==> config.mk <==
export PLATFORM = sky130hd
export DESIGN_NAME = serial_subtractor
export DESIGN_NICKNAME = d
export VERILOG_FILES = /design/src/rtl/serial_pkg.sv /design/src/rtl/shift_reg_ple.sv /design/src/rtl/serial_subtractor.sv
export SDC_FILE = /design/constraint.sdc
export NUM_CORES = 1
export LEC_CHECK = 0
export CAP_MARGIN = 0
export CORE_UTILIZATION = 47
export CTS_BUF_LIST = sky130_fd_sc_hd__clkbuf_2
export DETAILED_ROUTE_END_ITERATION = 10
export PLACE_DENSITY = 0.77
export SYNTH_ARGS = -nofsm -noshare
export SYNTH_HDL_FRONTEND = slang
export SYNTH_SLANG_ARGS = --single-unit
==> constraint.sdc <==
create_clock -name clock -period 1.1 [get_ports clock]
set_input_delay 0.11 -clock clock [delete_from_list [all_inputs] [get_ports clock]]
set_output_delay 0.11 -clock clock [all_outputs]
set_load 0.01 [all_outputs]
==> src/rtl/serial_pkg.sv <==
// rtl/serial_pkg.sv - shared FSM state type, default width and full-subtractor bit helper
package serial_pkg;

    localparam int SERIAL_WIDTH = 8;

    typedef enum logic [1:0] {
        IDLE = 2'd0,
        RUN  = 2'd1,
        DONE = 2'd2
    } serial_state_t;

    typedef struct packed {
        logic borrow;
        logic diff;
    } sub_bit_t;

    // One bit of a ripple subtractor: difference bit and outgoing borrow.
    function automatic sub_bit_t sub_bit(input logic a0, input logic b0, input logic bw);
        sub_bit_t r;
        r.diff   = a0 ^ b0 ^ bw;
        r.borrow = (~a0 & b0) | (~(a0 ^ b0) & bw);
        return r;
    endfunction

endpackage

==> src/rtl/shift_reg_ple.sv <==
// rtl/shift_reg_ple.sv - shift register with parallel load, shift enable, serial-in at MSB, shifting right
module shift_reg_ple #(
    parameter int WIDTH = 8
) (
    input  logic             clock,
    input  logic             reset,
    input  logic             load,
    input  logic [WIDTH-1:0] load_value,
    input  logic             enable,
    input  logic             serial_in,
    output logic [WIDTH-1:0] value
);

    // Load wins over shift so a new operation never inherits a half-shifted word.
    always_ff @(posedge clock) begin
        if (reset) begin
            value <= '0;
        end else if (load) begin
            value <= load_value;
        end else if (enable) begin
            value <= {serial_in, value[WIDTH-1:1]};
        end
    end

endmodule

==> src/rtl/serial_subtractor.sv <==
// rtl/serial_subtractor.sv - LSB-first bit-serial subtractor; SERIAL_SUB_SIGNED_OVF_EN adds a signed overflow output
module serial_subtractor
    import serial_pkg::*;
#(
    parameter int WIDTH = SERIAL_WIDTH
) (
    input  logic             clock,
    input  logic             reset,
    input  logic             start,
    input  logic [WIDTH-1:0] a,
    input  logic [WIDTH-1:0] b,
`ifdef SERIAL_SUB_SIGNED_OVF_EN
    output logic             overflow,
`endif
    output logic             busy,
    output logic             done,
    output logic [WIDTH-1:0] diff,
    output logic             borrow_out
);

    localparam int CW = $clog2(WIDTH + 1);

    serial_state_t  state;
    serial_state_t  state_next;
    logic [CW-1:0]  count;
    logic           bw;
    logic [WIDTH-1:0] a_q;
    logic [WIDTH-1:0] b_q;
    logic           accept;
    logic           step;
    logic           last_step;
    sub_bit_t       bit_res;
    logic           unused_upper;

    assign accept    = (state == IDLE) && start;
    assign step      = (state == RUN);
    assign last_step = step && (count == CW'(1));
    assign bit_res   = sub_bit(a_q[0], b_q[0], bw);

    // Only the LSB of each operand register feeds the datapath.
    assign unused_upper = ^{a_q[WIDTH-1:1], b_q[WIDTH-1:1]};

    always_ff @(posedge clock) begin
        if (reset) begin
            state <= IDLE;
        end else begin
            state <= state_next;
        end
    end

    always_comb begin
        state_next = state;
        case (state)
            IDLE:    if (start) state_next = RUN;
            RUN:     if (count == CW'(1)) state_next = DONE;
            DONE:    state_next = IDLE;
            default: state_next = IDLE;
        endcase
    end

    always_comb begin
        busy = 1'b0;
        done = 1'b0;
        case (state)
            RUN:     busy = 1'b1;
            DONE: begin
                busy = 1'b1;
                done = 1'b1;
            end
            default: ;
        endcase
    end

    always_ff @(posedge clock) begin
        if (reset) begin
            count      <= '0;
            bw         <= 1'b0;
            borrow_out <= 1'b0;
        end else if (accept) begin
            count <= CW'(WIDTH);
            bw    <= 1'b0;
        end else if (step) begin
            count <= count - CW'(1);
            bw    <= bit_res.borrow;
            if (last_step) begin
                borrow_out <= bit_res.borrow;
            end
        end
    end

`ifdef SERIAL_SUB_SIGNED_OVF_EN
    // On the last step the operand LSBs are the original sign bits and d is the result sign.
    always_ff @(posedge clock) begin
        if (reset) begin
            overflow <= 1'b0;
        end else if (last_step) begin
            overflow <= (a_q[0] != b_q[0]) && (bit_res.diff != a_q[0]);
        end
    end
`endif

    shift_reg_ple #(.WIDTH(WIDTH)) a_reg (
        .clock      (clock),
        .reset      (reset),
        .load       (accept),
        .load_value (a),
        .enable     (step),
        .serial_in  (1'b0),
        .value      (a_q)
    );

    shift_reg_ple #(.WIDTH(WIDTH)) b_reg (
        .clock      (clock),
        .reset      (reset),
        .load       (accept),
        .load_value (b),
        .enable     (step),
        .serial_in  (1'b0),
        .value      (b_q)
    );

    shift_reg_ple #(.WIDTH(WIDTH)) diff_reg (
        .clock      (clock),
        .reset      (reset),
        .load       (accept),
        .load_value ('0),
        .enable     (step),
        .serial_in  (bit_res.diff),
        .value      (diff)
    );

endmodule

==> results of run 1 <==
-- cell usage in the layout, fill, tap and decap left out, types with 4 or more instances in the layout --
cell type         n
nor2_1           25
buf_4            21
mux2i_1          19
dfxtp_1          18
clkdlybuf4s50_1  18
dfxtp_2          14
clkbuf_2         13
a211oi_1         11
buf_6             7
a211oi_2          6
inv_1             4
nand3_1           4
ha_4              4
-- what timing repair did --
| action | CTS | global route |
|---|---|---|
| hold buffers | 0 | 0 |
| gates cloned | 1 | 1 |
| endpoints found under the hold margin | 0 | 0 |
| endpoints found under the setup margin | 43 | 43 |
| buffers inserted | 8 | 4 |
| resized for setup | 52 | 29 |
| pin swaps | 3 | 11 |
-- through the flow --
step / setup slack, ns / instance area, µm²
after floorplan: -0.04677 / 1503
after global placement: -0.1485 / 1884
after detailed placement: -0.1809 / 1884
after CTS: -0.1656 / 2087
after global routing: -0.2672 / 2200
final: -0.2173 / 2200
-- layout make-up --
class,count,area share [%]
clock buffer,5,1.138
clock inverter,3,0.6257
multi-input combinational,96,39.76
tap,31,1.763
timing repair buffer,59,25.48
inverter,7,1.308
sequential,32,29.92
-- kinds of logic (layout without fill, tap and decap cells) --
kind of cell,count (synthesis),count (layout),share of synthesized area (%)
compound gates,23,23,10.96
flops,32,32,44.18
fa+ha+maj,7,7,6.557
mux,23,23,15.88
buf+inv,17,74,6.643
xor+xnor,3,3,1.812
simple gates,40,40,13.98
-- sequential cells by signal, summed over array words and instances (netlist names) --
name and count:
borrow_out 1, count 4, b_reg.value 8, a_reg.value 8
bw 1, diff_reg.value 8, state 2
-- critical path, cell delays in order (launching register included) --
cell	delay, ns
dfxtp_2	0.38
buf_6	0.11
ha_4	0.21
clkbuf_16	0.18
mux2i_1	0.23
a211oi_1	0.09
-- worst min path at each step --
| stage | startpoint | to | slack (ns) | cells after the start |
|---|---|---|---|---|
| floorplan | start | a_reg.value[7]$_SDFFE_PP0P_ | 0.27 | 2 |
| global placement | b_reg.value[7]$_SDFFE_PP0P_ | b_reg.value[7]$_SDFFE_PP0P_ | 0.47 | 2 |
| detailed placement | a_reg.value[7]$_SDFFE_PP0P_ | a_reg.value[7]$_SDFFE_PP0P_ | 0.48 | 2 |
| CTS | b[7] | b_reg.value[7]$_SDFFE_PP0P_ | 0.29 | 3 |
| global route | b[0] | b_reg.value[0]$_SDFFE_PP0P_ | 0.29 | 3 |
| finish | b[7] | b_reg.value[7]$_SDFFE_PP0P_ | 0.31 | 3 |
-- routing by layer --
metal  GRT usage [%]  wire (µm)  vias up
met4           8.362         44        0
met2           35.88       1774       24
met1           25.57       1460      587
met5               0          0        -
li1                -          -      611
met3           4.762        108        5
-- report_power, final --
group | internal, µW | switching [µW] | leakage [µW]
clock network | 143 | 406 | 0.0000302
registers | 1400 | 195 | 0.000269
logic | 1360 | 1110 | 0.000578
==> impl_metrics.ini, run 1 <==
[placement]
dp.cells = 211
portBuffers = 29
gp_congestion = 0.7012
dp_hpwl_mm = 1.993

[route]
drtIter0Drc = 29
via_per_inst = 5.266
ant_nets = 0
wl_per_cell_um = 14.54
drtPass1Iterations = 7
route.detailed.drc = 1
via_count = 1227
drt-total-wl_mm = 3.388

[sta]
fmax_ghz = 0.7591
rsz0062_at_grt = yes
worst-slew-pin-transition_ns = 0.2915
final-hold-violation-count = 0
slew_viol_final = 0
period_minus_slack_ns = 1.317
setup_viol = 34
skew_ns = 0.02227
period_share_pct = 119.8
worst_slack_ns = -0.2173
maxSlewHeadroom_pct = 80.55
tns_ns = -5.368
hold_ws_ns = 0.3058

[yosys]
synth_area_per_cell_um2 = 10.00
syn_nets = 171
synth.top_cell.area_share_pct = 44.18
synth_edf_count = 0
synth_area_leaders = dfxtp_1 (44%), mux2i_1 (16%), a211oi_1 (8.8%), nor2_1 (6.7%), ha_1 (5.2%)
synth_area_mm2 = 0.001450
ys_ff_latch = 32
synth_cells = 145
synth_flop_cell = dfxtp_1
synth-async-reset-ratio_pct = 0
yosysTopAreaCell = dfxtp_1
ys_types = 25
synth_commonest_cells = dfxtp_1 (32), nor2_1 (26), mux2i_1 (23), a211oi_1 (17), inv_1 (7)
synth_warnings = 0
synth_most_common_cell = dfxtp_1
yosysSeqAreaShare_pct = 44.18

[final_layout]
n_antenna_cell = 0
fin_util_pct = 77.75
drive_above_1_share_pct = 44.55
finalNetCount = 227
syn2layout_area_growth_pct = 51.68
multi_input_area_um2 = 874.6
final_cells = 233
regArea_um2 = 658.1
fillCellCount = 184

[die]
dieArea_mm2 = 0.003311
ioPinCount = 30
initial_core_util_pct = 51.26
die_h_um = 57.55
core-area_mm2 = 0.002829
die_x_um = 57.55
row_count = 19

[clock_network]
tritoncts = yes
clockBufferDepth = 2
cts.clk_slew.worst_paths_ns = 0.18
htreeDepth = 2
cts_buffers = 5
cts_sinks = 32
clk_latency_ns = 0.37
root_buffer = clkbuf_2

[critical_path]
worstReg2RegStart = state[0]$_SDFFE_PP0P_
path_max_fanout = 8
cp-startpoint = state[0]$_SDFFE_PP0P_
crit_arrival_ns = 1.58
required_ns = 1.36
worstSetupEndpointType = register
critical_path_class = register to register
rrSetupSlack_ns = -0.22
reg2reg_depth = 5
cp-start-kind = register
reg2reg_to = b_reg.value[3]$_SDFFE_PP0P_
crit_end = b_reg.value[3]$_SDFFE_PP0P_

[run]
maxCapViolCount = 0

[min_path]
hp-class = input pin to register

[pwr]
vdd_drop_max_mv = 1.411
p_total_uw = 4618
p_leak_uw = 0.0008777
power_density_mw_per_mm2 = 2099

[outcome]
status = finished, violations left
violations = DRC, setup timing

[global_routing]
grt_pass1_vias = 1238
overflow = 0
grt_max_degree = 20
grt.total_usage_pct = 21.03
antenna_found_initial = 0
grt_pass1_wl_mm = 5.361
No activity file was read; power rests on OpenSTA's default activity.
==> run 2: changes to the inputs <==
Settings changed: CTS_CLUSTER_DIAMETER set to 30.
==> results of run 2 <==
No change in the layout: final DEF, timing and power equal those of run 1.
